<file path="src/rtl/burst_line_fill_m_if.sv">
// Avalon-MM burst read bus between the line-fill engine (master) and memory (slave).
interface burst_line_fill_m_if;
    logic [31:0] m_address;
    logic        m_read;
    logic [2:0]  m_burstcount;
    logic        m_waitrequest;
    logic [31:0] m_readdata;
    logic        m_readdatavalid;

    modport master (
        output m_address, m_read, m_burstcount,
        input  m_waitrequest, m_readdata, m_readdatavalid
    );

    modport slave (
        input  m_address, m_read, m_burstcount,
        output m_waitrequest, m_readdata, m_readdatavalid
    );
endinterface

</file>
<file path="src/rtl/burst_line_fill_m.sv">
// Cache line-fill engine: turns one cache fill request into a fixed-length
// Avalon-MM burst read and assembles the returned beats into a full line.
module burst_line_fill_m #(
    parameter logic [2:0] I_BURST        = 3'h4,
    parameter int         I_CACHE_LENGTH = I_BURST * 32
) (
    input  logic                      clk,
    input  logic                      resetn,
    input  logic [31:0]               av_address,
    input  logic                      av_read,
    input  logic [2:0]                av_burstcount,
    output logic                      av_wait_data,
    output logic [I_CACHE_LENGTH-1:0] av_reddata,
    burst_line_fill_m_if.master       m_bus
);
    typedef enum logic [1:0] {IDLE, REQ, COLLECT, DONE} state_t;

    localparam logic [2:0] LAST = I_BURST - 3'd1;

    state_t                   state;
    logic [2:0]               beat;
    logic [I_BURST-1:0][31:0] line_buf;
    logic [I_BURST-1:0][31:0] line_next;
    logic                     capture;
    logic                     unused_burstcount;

    // The cache's requested length is irrelevant; the burst is always I_BURST.
    assign unused_burstcount   = ^av_burstcount;
    assign m_bus.m_burstcount  = I_BURST;

    // Beats are only meaningful while a fill is outstanding.
    assign capture = m_bus.m_readdatavalid && (state == REQ || state == COLLECT);

    always_comb begin
        line_next = line_buf;
        for (int i = 0; i < int'(I_BURST); i++)
            if (beat == 3'(i)) line_next[i] = m_bus.m_readdata;
    end

    always_comb begin
        case (state)
            IDLE:        av_wait_data = av_read;
            REQ,
            COLLECT:     av_wait_data = 1'b1;
            default:     av_wait_data = 1'b0;
        endcase
    end

    always_ff @(posedge clk or negedge resetn) begin
        if (!resetn) begin
            state           <= IDLE;
            m_bus.m_read    <= 1'b0;
            m_bus.m_address <= '0;
            beat            <= '0;
            line_buf        <= '0;
            av_reddata      <= '0;
        end else begin
            case (state)
                IDLE: if (av_read) begin
                    m_bus.m_address <= {av_address[31:4], 4'h0};
                    beat            <= '0;
                    m_bus.m_read    <= 1'b1;
                    state           <= REQ;
                end
                REQ: if (m_bus.m_read && !m_bus.m_waitrequest) begin
                    m_bus.m_read <= 1'b0;
                    state        <= COLLECT;
                end
                COLLECT: ;
                DONE: state <= IDLE;
            endcase
            // Placed after the case so a completing beat overrides REQ->COLLECT.
            if (capture) begin
                line_buf <= line_next;
                beat     <= beat + 3'd1;
                if (beat == LAST) begin
                    av_reddata   <= line_next;
                    m_bus.m_read <= 1'b0;
                    state        <= DONE;
                end
            end
        end
    end
endmodule

</file>
<file path="src/flat_wrapper.sv">
// flat-port wrapper written by rule: the top's interface ports become plain ports
module burst_line_fill_m_flat 
#(
    parameter logic [2:0] I_BURST        = 3'h4,
    parameter int         I_CACHE_LENGTH = I_BURST * 32
)
  (clk, resetn, av_address, av_read, av_burstcount, av_wait_data, av_reddata, m_bus_m_address, m_bus_m_read, m_bus_m_burstcount, m_bus_m_waitrequest, m_bus_m_readdata, m_bus_m_readdatavalid);
  burst_line_fill_m_if m_bus_i ();
  input  logic clk;
  input  logic resetn;
  input  logic [31:0] av_address;
  input  logic av_read;
  input  logic [2:0] av_burstcount;
  output logic av_wait_data;
  output logic [I_CACHE_LENGTH-1:0] av_reddata;
  output wire logic [$bits(m_bus_i.m_address)-1:0] m_bus_m_address;
  output wire logic [$bits(m_bus_i.m_read)-1:0] m_bus_m_read;
  output wire logic [$bits(m_bus_i.m_burstcount)-1:0] m_bus_m_burstcount;
  input wire logic [$bits(m_bus_i.m_waitrequest)-1:0] m_bus_m_waitrequest;
  input wire logic [$bits(m_bus_i.m_readdata)-1:0] m_bus_m_readdata;
  input wire logic [$bits(m_bus_i.m_readdatavalid)-1:0] m_bus_m_readdatavalid;
  assign m_bus_m_address = m_bus_i.m_address;
  assign m_bus_m_read = m_bus_i.m_read;
  assign m_bus_m_burstcount = m_bus_i.m_burstcount;
  assign m_bus_i.m_waitrequest = m_bus_m_waitrequest;
  assign m_bus_i.m_readdata = m_bus_m_readdata;
  assign m_bus_i.m_readdatavalid = m_bus_m_readdatavalid;
  burst_line_fill_m #(.I_BURST(I_BURST), .I_CACHE_LENGTH(I_CACHE_LENGTH)) u_core (.clk(clk), .resetn(resetn), .av_address(av_address), .av_read(av_read), .av_burstcount(av_burstcount), .av_wait_data(av_wait_data), .av_reddata(av_reddata), .m_bus(m_bus_i));
endmodule
</file>
<file path="config.mk">
export PLATFORM = sky130hd
export DESIGN_NAME = burst_line_fill_m_flat
export DESIGN_NICKNAME = d
export VERILOG_FILES = /design/src/rtl/burst_line_fill_m_if.sv /design/src/rtl/burst_line_fill_m.sv /design/src/flat_wrapper.sv
export SDC_FILE = /design/constraint.sdc
export NUM_CORES = 1
export LEC_CHECK = 0
export CORE_ASPECT_RATIO = 0.75
export CORE_MARGIN = 10
export CORE_UTILIZATION = 51
export DETAILED_ROUTE_END_ITERATION = 10
export HOLD_SLACK_MARGIN = 0.12
export PLACE_DENSITY = 0.83
export SLEW_MARGIN = 15
export SYNTH_ARGS = -nofsm -noshare
export SYNTH_HDL_FRONTEND = slang
export SYNTH_SLANG_ARGS = --single-unit
</file>
<file path="constraint.sdc">
create_clock -name clk -period 2.3 [get_ports clk]
set_input_delay 0.46 -clock clk [delete_from_list [all_inputs] [get_ports clk]]
set_output_delay 0.46 -clock clk [all_outputs]
set_load 0.005 [all_outputs]
</file>
# == Word level (Yosys, flattened, before mapping) ==
# Cells that the tools add are included.
# classes
reduce_logical,12
add_sub_neg,1
mux,18
eq_ne,6
# op_table
cell,count
32-bit two-way mux,4
3-bit two-way mux,3
2-bit two-way mux,4
"3-bit by 2-bit == test with 1-bit output, second input constant",2
2-bit one-hot mux with 3 select lines,1
2-bit AND reduction,3
"2-bit == test, second input constant",2
1-bit two-way mux,4
1-bit one-hot mux with 2 select lines,2
2-bit nonzero test,2
"3-bit by 1-bit adder with 3-bit output, second input constant",1
"3-bit by 1-bit == test with 1-bit output, second input constant",1
3-bit zero test,1
"2-bit by 1-bit == test with 1-bit output, second input constant",1
1-bit logical AND,2
2-bit zero test,1
2-bit OR reduction,1
1-bit zero test,1
1-bit logical OR,1
# totals
ff_bits,290
word_cells,46

# == Longest topological paths before layout ==
# Gate-level depths: netlist (run 1).
# depth
word_depth,6
depth_mapped,8
ltp_nobuf,5

# == Least setup slack after synthesis (run 1) ==
# OpenSTA, ideal clock, no wires.
# synth_path
path_kind,register to register
start,register u_core.state[0]
end,register u_core.line_buf[10] (netlist name)
setup_ps,125
synth_period_minus_slack_ps,1855
required_time_ps,2175
path_buffers,2
path_slack_ps,445
arrival_ps,1730
stages_incl_launch_ff,8
path_cell_list,dfrtp_1 -> inv_1 -> ha_1 -> nand2_1 -> or2_1 -> buf_2 -> buf_6 -> mux2_4
# synth_via
elab_chain_len,3
# synth_rtl
item,line_no,rtl
"start, declared",burst_line_fill_m.sv:20,state_t state;
"start signal, assigned",burst_line_fill_m.sv:51,state <= IDLE;
"start signal, assigned",burst_line_fill_m.sv:63,state <= REQ;
"start signal, assigned",burst_line_fill_m.sv:67,state <= COLLECT;
2-bit by 1-bit == test with 1-bit output or 2-bit == test (tied branches),burst_line_fill_m.sv:32,assign capture = m_bus.m_readdatavalid && (state == REQ || state == COLLECT);
1-bit logical OR (*),burst_line_fill_m.sv:32,
1-bit logical AND (*),burst_line_fill_m.sv:32,
"end signal, assigned",burst_line_fill_m.sv:74,line_buf <= line_next;
"end, declared",burst_line_fill_m.sv:22,logic [I_BURST-1:0][31:0] line_buf;
# Every way passes the cells marked *; elsewhere a longest branch is shown, timed or not.
# A chain may end at the register's enable or synchronous reset.

# == Worst setup path after layout (run 1) ==
# layout_path
start,register u_core.state[0]
end,output port av_wait_data
# layout_via
elab_chain_len,3
# layout_rtl
item,line_no,rtl
2-bit == test or 2-bit by 1-bit == test with 1-bit output (tied branches),burst_line_fill_m.sv:41,case (state)
2-bit OR reduction,burst_line_fill_m.sv:41,
1-bit one-hot mux with 2 select lines (*),burst_line_fill_m.sv:41,
"end, declared",flat_wrapper.sv:14,output logic av_wait_data;
# Marked as above.

==> summary.md, run 1 <==
| Metric | Value |
|---|---|
| Initial Util | `approximately half` |
| Clk root buf | `clkbuf_16` |
| Worst slew pin tran | `around 0.62 ns` |
| Total wire length | `approximately 27000 um` |
| Peak VDD IR | `~0.00086 V` |
| WL met3 | `roughly 2200 um` |
| Compound-Gate Fraction of Synth Area | `under 10%` |
| Critical path fanouts, max | `3` |
| Crit-path cells | `inv_1 > ha_4 > a21oi_1 > nor2_1 > dlygate4sd2_1` |
| FFs w/ async S/R, synth | `between 90% and 100%` |
| Hold Path Class | `input pin to async pin` |
| Max capacitance violation total | `0` |
| CP max stage delay | `0.38 ns` |
| First-pass GRT wire length | `44100 um` |
| CP Depth | `5` |
| Post-synth EDFFs | `0` |
| Top Family by Delay on Critical Path | `flip-flops` |
| Crit path DAT | `between 1.5 and 2 ns` |
| Via density | `between 5 and 6` |
| Die ar. | `27700 sq um` |
| XOR/XNOR share of the synthesized area | `0%` |
| Ys Warns | `0` |
| Seq/Total Area, Yosys | `roughly 60%` |
| Relative slew slack | `between 50 and 60%` |
| Drt drc | `0` |
| H-tree depth | `1` |
| Tot Pwr | `between 15 and 20 mW` |
| Total core area | `around 21000 sq um` |
| Most instantiated cells after synthesis | `dfrtp_1 (258), nand2_1 (195), o21ai_0 (100)` |
| Final Max Tran Viols | `0` |
| Number of global-route vias before repair | `approximately 7900` |
| Core Util, Final | `roughly 68%` |
| Grt ovf | `0` |
| Fin Setup TNS | `0 ns` |
| Simple-gate share of the synthesized area | `about 7.9%` |
| Bufs and invs on worst path | `2` |
| Antenna diode count | `0` |
| Total track usage | `a little under 20%` |
| Final Setup Violations | `0` |
| Gp weighted congestion | `between 0.7 and 0.8` |
| Ports | `roughly 240` |
| Wire per inst | `19.1 um` |
| CP max stage cell | `dfrtp_1` |
| Leak | `about 6.9 nW` |
| RSZ-0062 raised after global routing | `no` |
| DP HPWL | `roughly 18000 um` |
| Post-synthesis mux area share | `a little under a quarter` |
| Rows | `between 40 and 50` |
| Largest net degree at the start of global routing | `96` |
| Top_reg_cell synth | `dfrtp_1` |
| Worst Clk Skew | `around 0.0067 ns` |
| Post-synth design cell area | `approximately 11000 sq um` |
| CTS Buffer Depth | `3` |
| Fin. Hold Viols | `0` |
| Starting DRT DRC Count | `380` |
| Fin crit period | `approximately 2.1 ns` |
| Worst hold slack | `around 0.44 ns` |
| Share of cells above drive strength 1 | `a little under a fifth` |
| Syn_area_per_cell | `roughly 12 sq um` |
| IO buf count | `~220` |
| Worst skew pair latency | `around 0.52 ns` |
| CTS tree | `built` |
| Synth top area share | `roughly three fifths` |
| Synth-to-layout area growth | `32.3%` |
| WS Path Type | `flip-flop to output port` |
| Initial antenna violation count | `0` |
| Syn Inst Count | `between 800 and 900` |
| Largest family of logic cells by synthesized area | `multiplexers` |
| Post-route cell area | `14400 sq um` |
| FILL cells | `about 1500` |
| Dpl cell area | `~14000 sq um` |
| Vias | `~7300` |
| Critical Path RT | `between 1.5 and 2 ns` |
| NumNets Final | `approximately 1200` |
| Worst Reg-to-Reg Cells | `6` |
| Crit share post-route | `a little over 90%` |
| Max Freq | `about 0.47 GHz` |
| Status | `complete, no violations` |
| Synth area leaders | `dfrtp_1 (59%), mux2i_1 (8.8%), mux2_4 (8.3%)` |
| Pwr dens | `approximately 1300 nW/um^2` |
| Routed Antenna Nets | `0` |
| Synth unique cells | `25` |
| Clk sinks | `approximately 260` |
| Highest metal used | `met4` |
| Routed met2 length | `12400 um` |
| CP endpoint kind | `output port` |
| Num CTS Buffers | `26` |
| Yosys reg bits | `roughly 260` |
| Top-count cell post-synth | `dfrtp_1` |
| Cell taking the most area after synthesis | `dfrtp_1` |
| Adder-cell share of the synthesized area | `1.03%` |
| CP Launch Type | `flip-flop` |
| Wl on met1 | `~12000 um` |
| Clock transition at path regs | `around 0.060 ns` |
| Die Ht | `around 150 um` |
| Die X-Extent | `roughly 190 um` |
| TritonRoute pass-1 iters | `6` |
worst reg2reg max path, cell delays in order, from the launching register on:
cell and delay, ns:
dfrtp_1 0.38, inv_1 0.12, ha_4 0.23, nand2_1 0.17
or2_2 0.16, buf_4 0.37, mux2_2 0.40
area by class of cell:
class                   count  area, sq um  share of cell area, %
well taps                 288          360                   2.50
clock buffers              38          797                   5.53
inverters                   5         18.8                  0.130
multi-input cells         556         4140                   28.7
repair buffers            255         2590                   18.0
clock inverters            10         55.1                  0.382
flip-flops and latches    258         6460                   44.8
sequential cells by signal, indices dropped and copies added, names as in the netlist:
register,flops
u_core.beat,3
u_core.line_buf,96
u_core.m_bus.m_address,28
u_core.av_reddata,128
u_core.m_bus.m_read,1
u_core.state,2
cells in the final DEF (no fill, tap or decap), types with 9 or more instances in the layout:
master,n
buf_12,9
buf_4,23
clkbuf_16,27
clkdlybuf4s50_1,220
dfrtp_1,258
mux2_2,57
mux2_4,60
mux2i_1,96
nand2_1,195
o21ai_0,100
per-stage QoR:
stage / instances / worst slack (ns)
after floorplan: 882 / 0.445
after global routing: 1410 / 0.0957
after detailed placement: 1359 / 0.131
after CTS: 1410 / 0.145
after global placement: 1359 / 0.143
final: 1410 / 0.182
power breakdown:
part | total (mW) | internal, mW | switching, mW
Combinational | 7.51 | 4.55 | 2.96
Sequential | 7.51 | 6.45 | 1.06
Clock | 4.14 | 2.40 | 1.74
Total | 19.2 | 13.4 | 5.76
path summary, 6_finish.rpt:
path | start | to | slack (ns)
max reg2reg | u_core.state[0]$_DFF_PN0_ | u_core.line_buf[86]$_DFFE_PN0P_ | 0.37
min | resetn | u_core.av_reddata[27]$_DFFE_PN0P_ | 0.44
min reg2reg | u_core.av_reddata[123]$_DFFE_PN0P_ | u_core.av_reddata[123]$_DFFE_PN0P_ | 0.47
min in group clk | u_core.av_reddata[123]$_DFFE_PN0P_ | u_core.av_reddata[123]$_DFFE_PN0P_ | 0.47
max | u_core.state[0]$_DFF_PN0_ | av_wait_data | 0.18
max in group asynchronous | resetn | u_core.av_reddata[89]$_DFFE_PN0P_ | 1.15
logic make-up after synthesis:
| kind of cell | Yosys count |
|---|---|
| compound gates | 103 |
| fa+ha+maj | 9 |
| buf+inv | 68 |
| flops | 258 |
| mux | 220 |
| other cells | 2 |
| simple gates | 217 |
what timing repair did:
item | in CTS | in global routing
resized for setup | 2 | 0
buffers inserted | 2 | 0
endpoints found under the hold margin | 42 | 0
hold buffers | 1 | 0
setup endpoints to repair | 1 | 0
routing by layer:
metal  global-route usage (%)  vias to the layer above
li1                         -                     3412
met1                     24.6                     3656
met2                     31.4                      197
met3                     6.47                       38
met4                     4.39                        0
met5                        0                        -
(Power assumes the default switching activity.)
==> inputs of run 2 (changes only) <==
--- a/config.mk
+++ b/config.mk
@@ -11,6 +11,7 @@
 export DETAILED_ROUTE_END_ITERATION = 10
 export HOLD_SLACK_MARGIN = 0.12
 export PLACE_DENSITY = 0.83
+export SETUP_SLACK_MARGIN = 0.5
 export SLEW_MARGIN = 15
 export SYNTH_ARGS = -nofsm -noshare
 export SYNTH_HDL_FRONTEND = slang
==> run 2 against run 1 <==
Final area up 8.2%. Highest routed layer unchanged. Via count up 8.4%. Die area did not move. Largest power group is now combinational logic. Sequential power rose by 0.9%. Clock-buffer cell count fell by 2. First-iteration DRC count increased by 65%. Critical path depth rose by 4. Clock power up 8.9%.
==> summary.md, run 2 (synthesis results as in run 1) <==
| Metric | Value |
|---|---|
| Crit share post-route | `85.6% (was 92.1%)` |
| CP max stage delay | `0.39 ns (was 0.38 ns)` |
| Final Max Tran Viols | `0 (unchanged)` |
| Core Util, Final | `74.0% (was 68.4%)` |
| Ports | `237 (unchanged)` |
| Share of cells above drive strength 1 | `26.8% (was 18.1%)` |
| CTS tree | `built (unchanged)` |
| DP HPWL | `18200 um (was 18500 um)` |
| Vias | `7917 (was 7303)` |
| Synth-to-layout area growth | `43.1% (was 32.3%)` |
| NumNets Final | `1236 (was 1183)` |
| Die Ht | `147 um (unchanged)` |
| Max capacitance violation total | `0 (unchanged)` |
| Grt ovf | `0 (unchanged)` |
| Die ar. | `27700 sq um (unchanged)` |
| Bufs and invs on worst path | `5 (was 2)` |
| Routed Antenna Nets | `0 (unchanged)` |
| Via density | `5.42 (was 5.18)` |
| Crit path DAT | `2.37 ns (was 1.66 ns)` |
| Pwr dens | `1290 nW/um^2 (was 1330 nW/um^2)` |
| Leak | `8.09 nW (was 6.89 nW)` |
| Fin crit period | `1.97 ns (was 2.12 ns)` |
| Worst slew pin tran | `0.559 ns (was 0.616 ns)` |
| Total track usage | `20.0% (was 19.4%)` |
| Wire per inst | `22.3 um (was 19.1 um)` |
| CP Launch Type | `flip-flop (unchanged)` |
| Starting DRT DRC Count | `626 (was 380)` |
| Drt drc | `0 (unchanged)` |
| Logic gate share of total power | `39.9% (was 39.2%)` |
| Initial antenna violation count | `0 (unchanged)` |
| Reg power frac | `37.7% (was 39.2%)` |
| Total wire length | `32700 um (was 27000 um)` |
| Commonest non-fill, non-tap cell in the layout | `dfrtp_1 (unchanged)` |
| Die X-Extent | `189 um (unchanged)` |
| Worst skew pair latency | `0.53 ns (was 0.52 ns)` |
| Num CTS Buffers | `26 (unchanged)` |
| Switching pwr | `6.42 mW (was 5.76 mW)` |
| Worst Clk Skew | `0.0186 ns (was 0.00672 ns)` |
| Peak VDD IR | `0.000899 V (was 0.000859 V)` |
| Hold Crit Start | `u_core.av_reddata[107]$_DFFE_PN0P_` |
| Gp weighted congestion | `0.775 (was 0.744)` |
| Worst path most repeated cell | `buf_6` |
| H-tree depth | `1 (unchanged)` |
| IO buf count | `222 (unchanged)` |
| Largest net degree at the start of global routing | `72 (was 96)` |
| WS Path Type | `flip-flop to flip-flop (was flip-flop to output port)` |
| Top Family by Delay on Critical Path | `buffers and inverters (was flip-flops)` |
| Max FFs per register | `128 (unchanged)` |
| Sw Share | `31.9% (was 30.1%)` |
| Top Registers | `u_core.av_reddata: 128 flops, u_core.line_buf: 96 flops, u_core.m_bus.m_address: 28 flops (unchanged)` |
| Multi-input logic area | `4450 sq um (was 4140 sq um)` |
| RSZ-0062 raised after global routing | `yes (was no)` |
| Number of global-route vias before repair | `7979 (was 7859)` |
| Top reg by flops | `u_core.av_reddata (unchanged)` |
| FILL cells | `1393 (was 1531)` |
| First-pass GRT wire length | `45200 um (was 44100 um)` |
| Status | `complete, no violations (unchanged)` |
| Total core area | `21100 sq um (unchanged)` |
| Most frequent cells in the layout | `dfrtp_1 (258), nand2_1 (164), dlygate4sd2_1 (157) (was dfrtp_1 (258), clkdlybuf4s50_1 (220), nand2_1 (195))` |
| Clk root buf | `clkbuf_16 (unchanged)` |
| Critical path fanouts, max | `8 (was 3)` |
| Clock transition at path regs | `0.06 ns (about the same)` |
| Critical path origin | `u_core.state[1]$_DFF_PN0_ (was u_core.state[0]$_DFF_PN0_)` |
| Clk sinks | `258 (unchanged)` |
| Rows | `46 (unchanged)` |
| CTS Buffer Depth | `3 (unchanged)` |
| Hold Path Class | `flip-flop to flip-flop (was input pin to async pin)` |
| TritonRoute pass-1 iters | `5 (was 6)` |
| RR Startpoint | `u_core.state[1]$_DFF_PN0_ (was u_core.state[0]$_DFF_PN0_)` |
| Fin. Hold Viols | `0 (unchanged)` |
| CP endpoint kind | `flip-flop (was output port)` |
| Max Freq | `0.508 GHz (was 0.472 GHz)` |
| Relative slew slack | `62.8% (was 58.9%)` |
| CP max stage cell | `dfrtp_1 (unchanged)` |
| Critical Path RT | `2.70 ns (was 1.84 ns)` |
| Crit-path cells | `inv_2 > ha_4 > buf_4 > buf_6 > nand2_4 > or2_4 > buf_6 > buf_12 > mux2_4 (was inv_1 > ha_4 > a21oi_1 > nor2_1 > dlygate4sd2_1)` |
| Fin Setup TNS | `0 ns (unchanged)` |
| Register area | `6460 sq um (unchanged)` |
| Clk network pwr share | `22.4% (was 21.6%)` |
| Internal power | `13.7 mW (was 13.4 mW)` |
| Antenna diode count | `0 (unchanged)` |
| Initial Util | `51.7% (unchanged)` |
| Final Setup Violations | `0 (unchanged)` |
## run 2: cell types whose count changed in the layout (fill, tap and decap cells not counted), moves of 8 or more
cell | before | now
buf_6 | 0 | 14
o21ai_0 | 100 | 60
nand2_4 | 0 | 21
clkdlybuf4s50_1 | 220 | 63
clkbuf_16 | 27 | 47
dlygate4sd2_1 | 1 | 157
mux2_4 | 60 | 68
o21ai_1 | 0 | 19
nand2_1 | 195 | 164
nand2_2 | 0 | 10
o21ai_2 | 0 | 21
## run 2: area by class of cell
type | count | share of cell area, %
Sequential cell | 258 | 41.4
Clock buffer | 36 | 4.81
Inverter | 5 | 0.120
Multi-Input combinational cell | 556 | 28.5
Tap cell | 288 | 2.31
Clock inverter | 11 | 1.03
Timing Repair Buffer | 308 | 21.8
## run 2: power by group through the flow
stage                     registers (mW)  clock network [mW]  logic [mW]
after CTS                           7.45                4.55        7.20
after floorplan                     7.43                   0        4.04
final                               7.58                4.51        8.01
after detailed placement            7.56                   0        7.52
after global routing                7.79                4.75        8.63
after global placement              7.45                   0        7.28
## run 2: path summary, 6_finish.rpt
path / slack, ns / cells past startpoint / endpoint
max in group asynchronous: 1.09 / 3 / u_core.av_reddata[9]$_DFFE_PN0P_
min in group asynchronous: 0.49 / 2 / u_core.av_reddata[122]$_DFFE_PN0P_
hold / removal: 0.47 / 2 / u_core.av_reddata[107]$_DFFE_PN0P_
hold reg to reg: 0.47 / 2 / u_core.av_reddata[107]$_DFFE_PN0P_
setup reg to reg: 0.33 / 9 / u_core.line_buf[94]$_DFFE_PN0P_
setup / recovery: 0.33 / 9 / u_core.line_buf[94]$_DFFE_PN0P_
## run 2: metal layers
metal / up-vias / track usage, % / share of wire [%]
met5: - / 0 / 0
met1: 4033 / 26.4 / 43
met2: 314 / 31.9 / 47
met4: 0 / 2.97 / 1.6
li1: 3528 / - / -
met3: 42 / 6.71 / 8.2
## run 2: what timing repair did
action	4_1_cts	5_1_grt
pin swaps	3	17
hold endpoints to repair	65	0
cloned	4	27
gates resized for setup	175	151
endpoints found under the setup margin	235	98
hold buffers	1	0
setup buffers	15	9
## run 2: through the flow
| step | instance area [sq um] | instances | total power [mW] | hold slack [ns] | worst slack, ns |
|---|---|---|---|---|---|
| floorplan | 10900 | 882 | 11.5 | 0.164 | 0.533 |
| global placement | 13500 | 1359 | 14.7 | 0.458 | 0.220 |
| detailed placement | 13500 | 1359 | 15.1 | 0.462 | 0.225 |
| CTS | 14500 | 1426 | 19.2 | 0.471 | 0.356 |
| global route | 15600 | 1462 | 21.2 | 0.492 | 0.287 |
| finish | 15600 | 1462 | 20.1 | 0.471 | 0.332 |
## run 2: worst register-to-register path: stages (launching register included)
cell and delay [ns]:
dfrtp_1 0.39, inv_2 0.07, ha_4 0.27, buf_4 0.10, buf_6 0.10, nand2_4 0.05
or2_4 0.30, buf_6 0.14, buf_12 0.14, mux2_4 0.30
==> inputs of run 3 (changes only) <==
--- a/config.mk
+++ b/config.mk
@@ -5,12 +5,13 @@
 export SDC_FILE = /design/constraint.sdc
 export NUM_CORES = 1
 export LEC_CHECK = 0
-export CORE_ASPECT_RATIO = 0.75
+export CAP_MARGIN = 10
+export CORE_ASPECT_RATIO = 0.5
 export CORE_MARGIN = 10
 export CORE_UTILIZATION = 51
 export DETAILED_ROUTE_END_ITERATION = 10
 export HOLD_SLACK_MARGIN = 0.12
-export PLACE_DENSITY = 0.83
+export PLACE_DENSITY = 0.8
 export SETUP_SLACK_MARGIN = 0.5
 export SLEW_MARGIN = 15
 export SYNTH_ARGS = -nofsm -noshare
==> run 3 against run 2 <==
Clock-buffer cell count is 1 lower. Final area is 6.9% lower. Sequential cell count stayed put. Maximum frequency is 0.80% higher. Clock skew is 0.011 ns lower.
==> summary.md, run 3 (synthesis results as in run 1) <==
| Metric | Value |
|---|---|
| Total track usage | `19.8% (was 20.0%)` |
| Leak | `7.58 nW (was 8.09 nW)` |
| Worst Clk Skew | `0.00772 ns (was 0.0186 ns)` |
| Die X-Extent | `227 um (was 189 um)` |
| Antenna diode count | `0 (unchanged)` |
| Num CTS Buffers | `23 (was 26)` |
| Largest net degree at the start of global routing | `133 (was 72)` |
| Clk root buf | `clkbuf_16 (unchanged)` |
| Critical path fanouts, max | `2 (was 8)` |
| Rows | `37 (was 46)` |
| First-pass GRT wire length | `43900 um (was 45200 um)` |
| CTS Buffer Depth | `3 (unchanged)` |
| Fin. Hold Viols | `0 (unchanged)` |
| Ports | `237 (unchanged)` |
| Drt drc | `0 (unchanged)` |
| Most frequent cells in the layout | `dfrtp_1 (258), nand2_1 (194), dlygate4sd2_1 (157) (was dfrtp_1 (258), nand2_1 (164), dlygate4sd2_1 (157))` |
| Peak VDD IR | `0.000652 V (was 0.000899 V)` |
| Initial Util | `52.4% (was 51.7%)` |
| CP endpoint kind | `output port (was flip-flop)` |
| Final Max Tran Viols | `0 (unchanged)` |
| Internal power | `12.7 mW (was 13.7 mW)` |
| Reg power frac | `39.9% (was 37.7%)` |
| Pwr dens | `1290 nW/um^2 (about the same)` |
| Top reg by flops | `u_core.av_reddata (unchanged)` |
| WS Path Type | `flip-flop to output port (was flip-flop to flip-flop)` |
| Clk sinks | `258 (unchanged)` |
| Fin crit period | `1.95 ns (was 1.97 ns)` |
| Switching pwr | `6.04 mW (was 6.42 mW)` |
| Number of global-route vias before repair | `7480 (was 7979)` |
| Initial antenna violation count | `0 (unchanged)` |
| RSZ-0062 raised after global routing | `yes (unchanged)` |
| CTS tree | `built (unchanged)` |
| CP Launch Type | `flip-flop (unchanged)` |
| Gp weighted congestion | `0.781 (was 0.775)` |
| Placed Cells incl. Taps | `1337 (was 1359)` |
| Tot Pwr | `18.8 mW (was 20.1 mW)` |
| NumNets Final | `1198 (was 1236)` |
| Worst skew pair latency | `0.50 ns (was 0.53 ns)` |
| Clock transition at path regs | `0.07 ns (was 0.06 ns)` |
| Grt ovf | `0 (unchanged)` |
| Core Util, Final | `69.8% (was 74.0%)` |
| H-tree depth | `1 (unchanged)` |
| FILL cells | `1470 (was 1393)` |
| Share of cells above drive strength 1 | `19.2% (was 26.8%)` |
| Routed Antenna Nets | `0 (unchanged)` |
| Crit path DAT | `1.49 ns (was 2.37 ns)` |
| Top Registers | `u_core.av_reddata: 128 flops, u_core.line_buf: 96 flops, u_core.m_bus.m_address: 28 flops (unchanged)` |
| Vias | `7628 (was 7917)` |
| Synth-to-layout area growth | `33.3% (was 43.1%)` |
| Total core area | `20800 sq um (was 21100 sq um)` |
| Status | `complete, no violations (unchanged)` |
| Max FFs per register | `128 (unchanged)` |
| Max capacitance violation total | `0 (unchanged)` |
| Commonest non-fill, non-tap cell in the layout | `dfrtp_1 (unchanged)` |
| Starting DRT DRC Count | `538 (was 626)` |
| Max Freq | `0.512 GHz (was 0.508 GHz)` |
| Critical Path RT | `1.84 ns (was 2.70 ns)` |
| Wire per inst | `22.4 um (was 22.3 um)` |
| Logic gate share of total power | `40.1% (was 39.9%)` |
| Via density | `5.43 (was 5.42)` |
| Total wire length | `31400 um (was 32700 um)` |
| Clk network pwr share | `20.0% (was 22.4%)` |
| Hold Path Class | `input pin to async pin (was flip-flop to flip-flop)` |
| Die ar. | `28000 sq um (was 27700 sq um)` |
| Final Setup Violations | `0 (unchanged)` |
| Sw Share | `32.2% (was 31.9%)` |
| DP HPWL | `18500 um (was 18200 um)` |
| Die Ht | `123 um (was 147 um)` |
| TritonRoute pass-1 iters | `5 (unchanged)` |
| IO buf count | `222 (unchanged)` |
| Final cell count without fillers | `1404 (was 1462)` |
| Fin Setup TNS | `0 ns (unchanged)` |
| Crit share post-route | `84.9% (was 85.6%)` |
run 3: changes by cell type in the layout (fill, tap and decap cells not counted), moves of 4 or more:
cell,previous run,this run
nand2_1,164,194
nand2_4,21,0
o21ai_2,21,0
clkbuf_16,47,31
o21ai_1,19,31
nand2_2,10,0
buf_4,28,19
buf_6,14,5
o21ai_0,60,69
mux2_4,68,60
buf_12,15,10
mux2_1,2,7
bufinv_16,4,0
clkbuf_8,4,8
run 3: power by group through the flow:
stage                     registers, mW  logic [mW]  clock network (mW)
after global routing               7.68        8.11                3.99
after floorplan                    7.43        4.04                   0
final                              7.48        7.52                3.75
after CTS                          7.44        7.19                3.79
after global placement             7.43        7.34                   0
after detailed placement           7.54        7.58                   0
run 3: metrics by stage:
stage	cell area [sq um]	setup slack [ns]	hold WS, ns
finish	14500	0.347	0.438
global route	14500	0.269	0.490
CTS	14200	0.363	0.447
detailed placement	13500	0.134	0.391
global placement	13500	0.159	0.393
floorplan	10900	0.533	0.164
run 3: area by class of cell:
| type | instances | area (sq um) | area share, % |
|---|---|---|---|
| Multi-Input combinational cell | 556 | 4160 | 28.7 |
| Clock buffer | 35 | 701 | 4.83 |
| Timing Repair Buffer | 273 | 2820 | 19.4 |
| Inverter | 5 | 18.8 | 0.129 |
| Clock inverter | 4 | 20.0 | 0.138 |
| Tap cell | 273 | 342 | 2.35 |
| Sequential cell | 258 | 6460 | 44.5 |
run 3: worst paths after layout:
check | startpoint | end | slack (ns) | cells past startpoint
min reg2reg | u_core.av_reddata[102]$_DFFE_PN0P_ | u_core.av_reddata[102]$_DFFE_PN0P_ | 0.47 | 2
max | u_core.state[1]$_DFF_PN0_ | av_wait_data | 0.35 | 5
max in group asynchronous | resetn | u_core.line_buf[85]$_DFFE_PN0P_ | 1.15 | 3
min | resetn | u_core.line_buf[94]$_DFFE_PN0P_ | 0.44 | 2
max reg2reg | u_core.state[1]$_DFF_PN0_ | u_core.line_buf[2]$_DFFE_PN0P_ | 0.42 | 7
min in group clk | u_core.av_reddata[102]$_DFFE_PN0P_ | u_core.av_reddata[102]$_DFFE_PN0P_ | 0.47 | 2
run 3: worst max-delay path: stages, from the launching register on:
cell and delay [ns]:
dfrtp_1 0.40, inv_2 0.09, ha_4 0.21, a21oi_2 0.10, nor2_1 0.05, buf_2 0.12
run 3: routing by layer:
| metal | routed length (um) | part of all wire [%] | GRT usage, % | vias to the layer above |
|---|---|---|---|---|
| li1 | - | - | - | 3449 |
| met4 | 562 | 1.8 | 3.79 | 0 |
| met5 | 0 | 0 | 0 | - |
| met2 | 16000 | 51 | 36.1 | 220 |
| met1 | 13200 | 42 | 24.8 | 3918 |
| met3 | 1690 | 5.4 | 2.91 | 41 |
run 3: timing repair:
item	in CTS	in global routing
cloned	3	11
pin swaps	3	1
endpoints found under the hold margin	42	0
setup endpoints to repair	257	159
buffers inserted	6	7
hold buffers	1	0
gates resized for setup	174	45
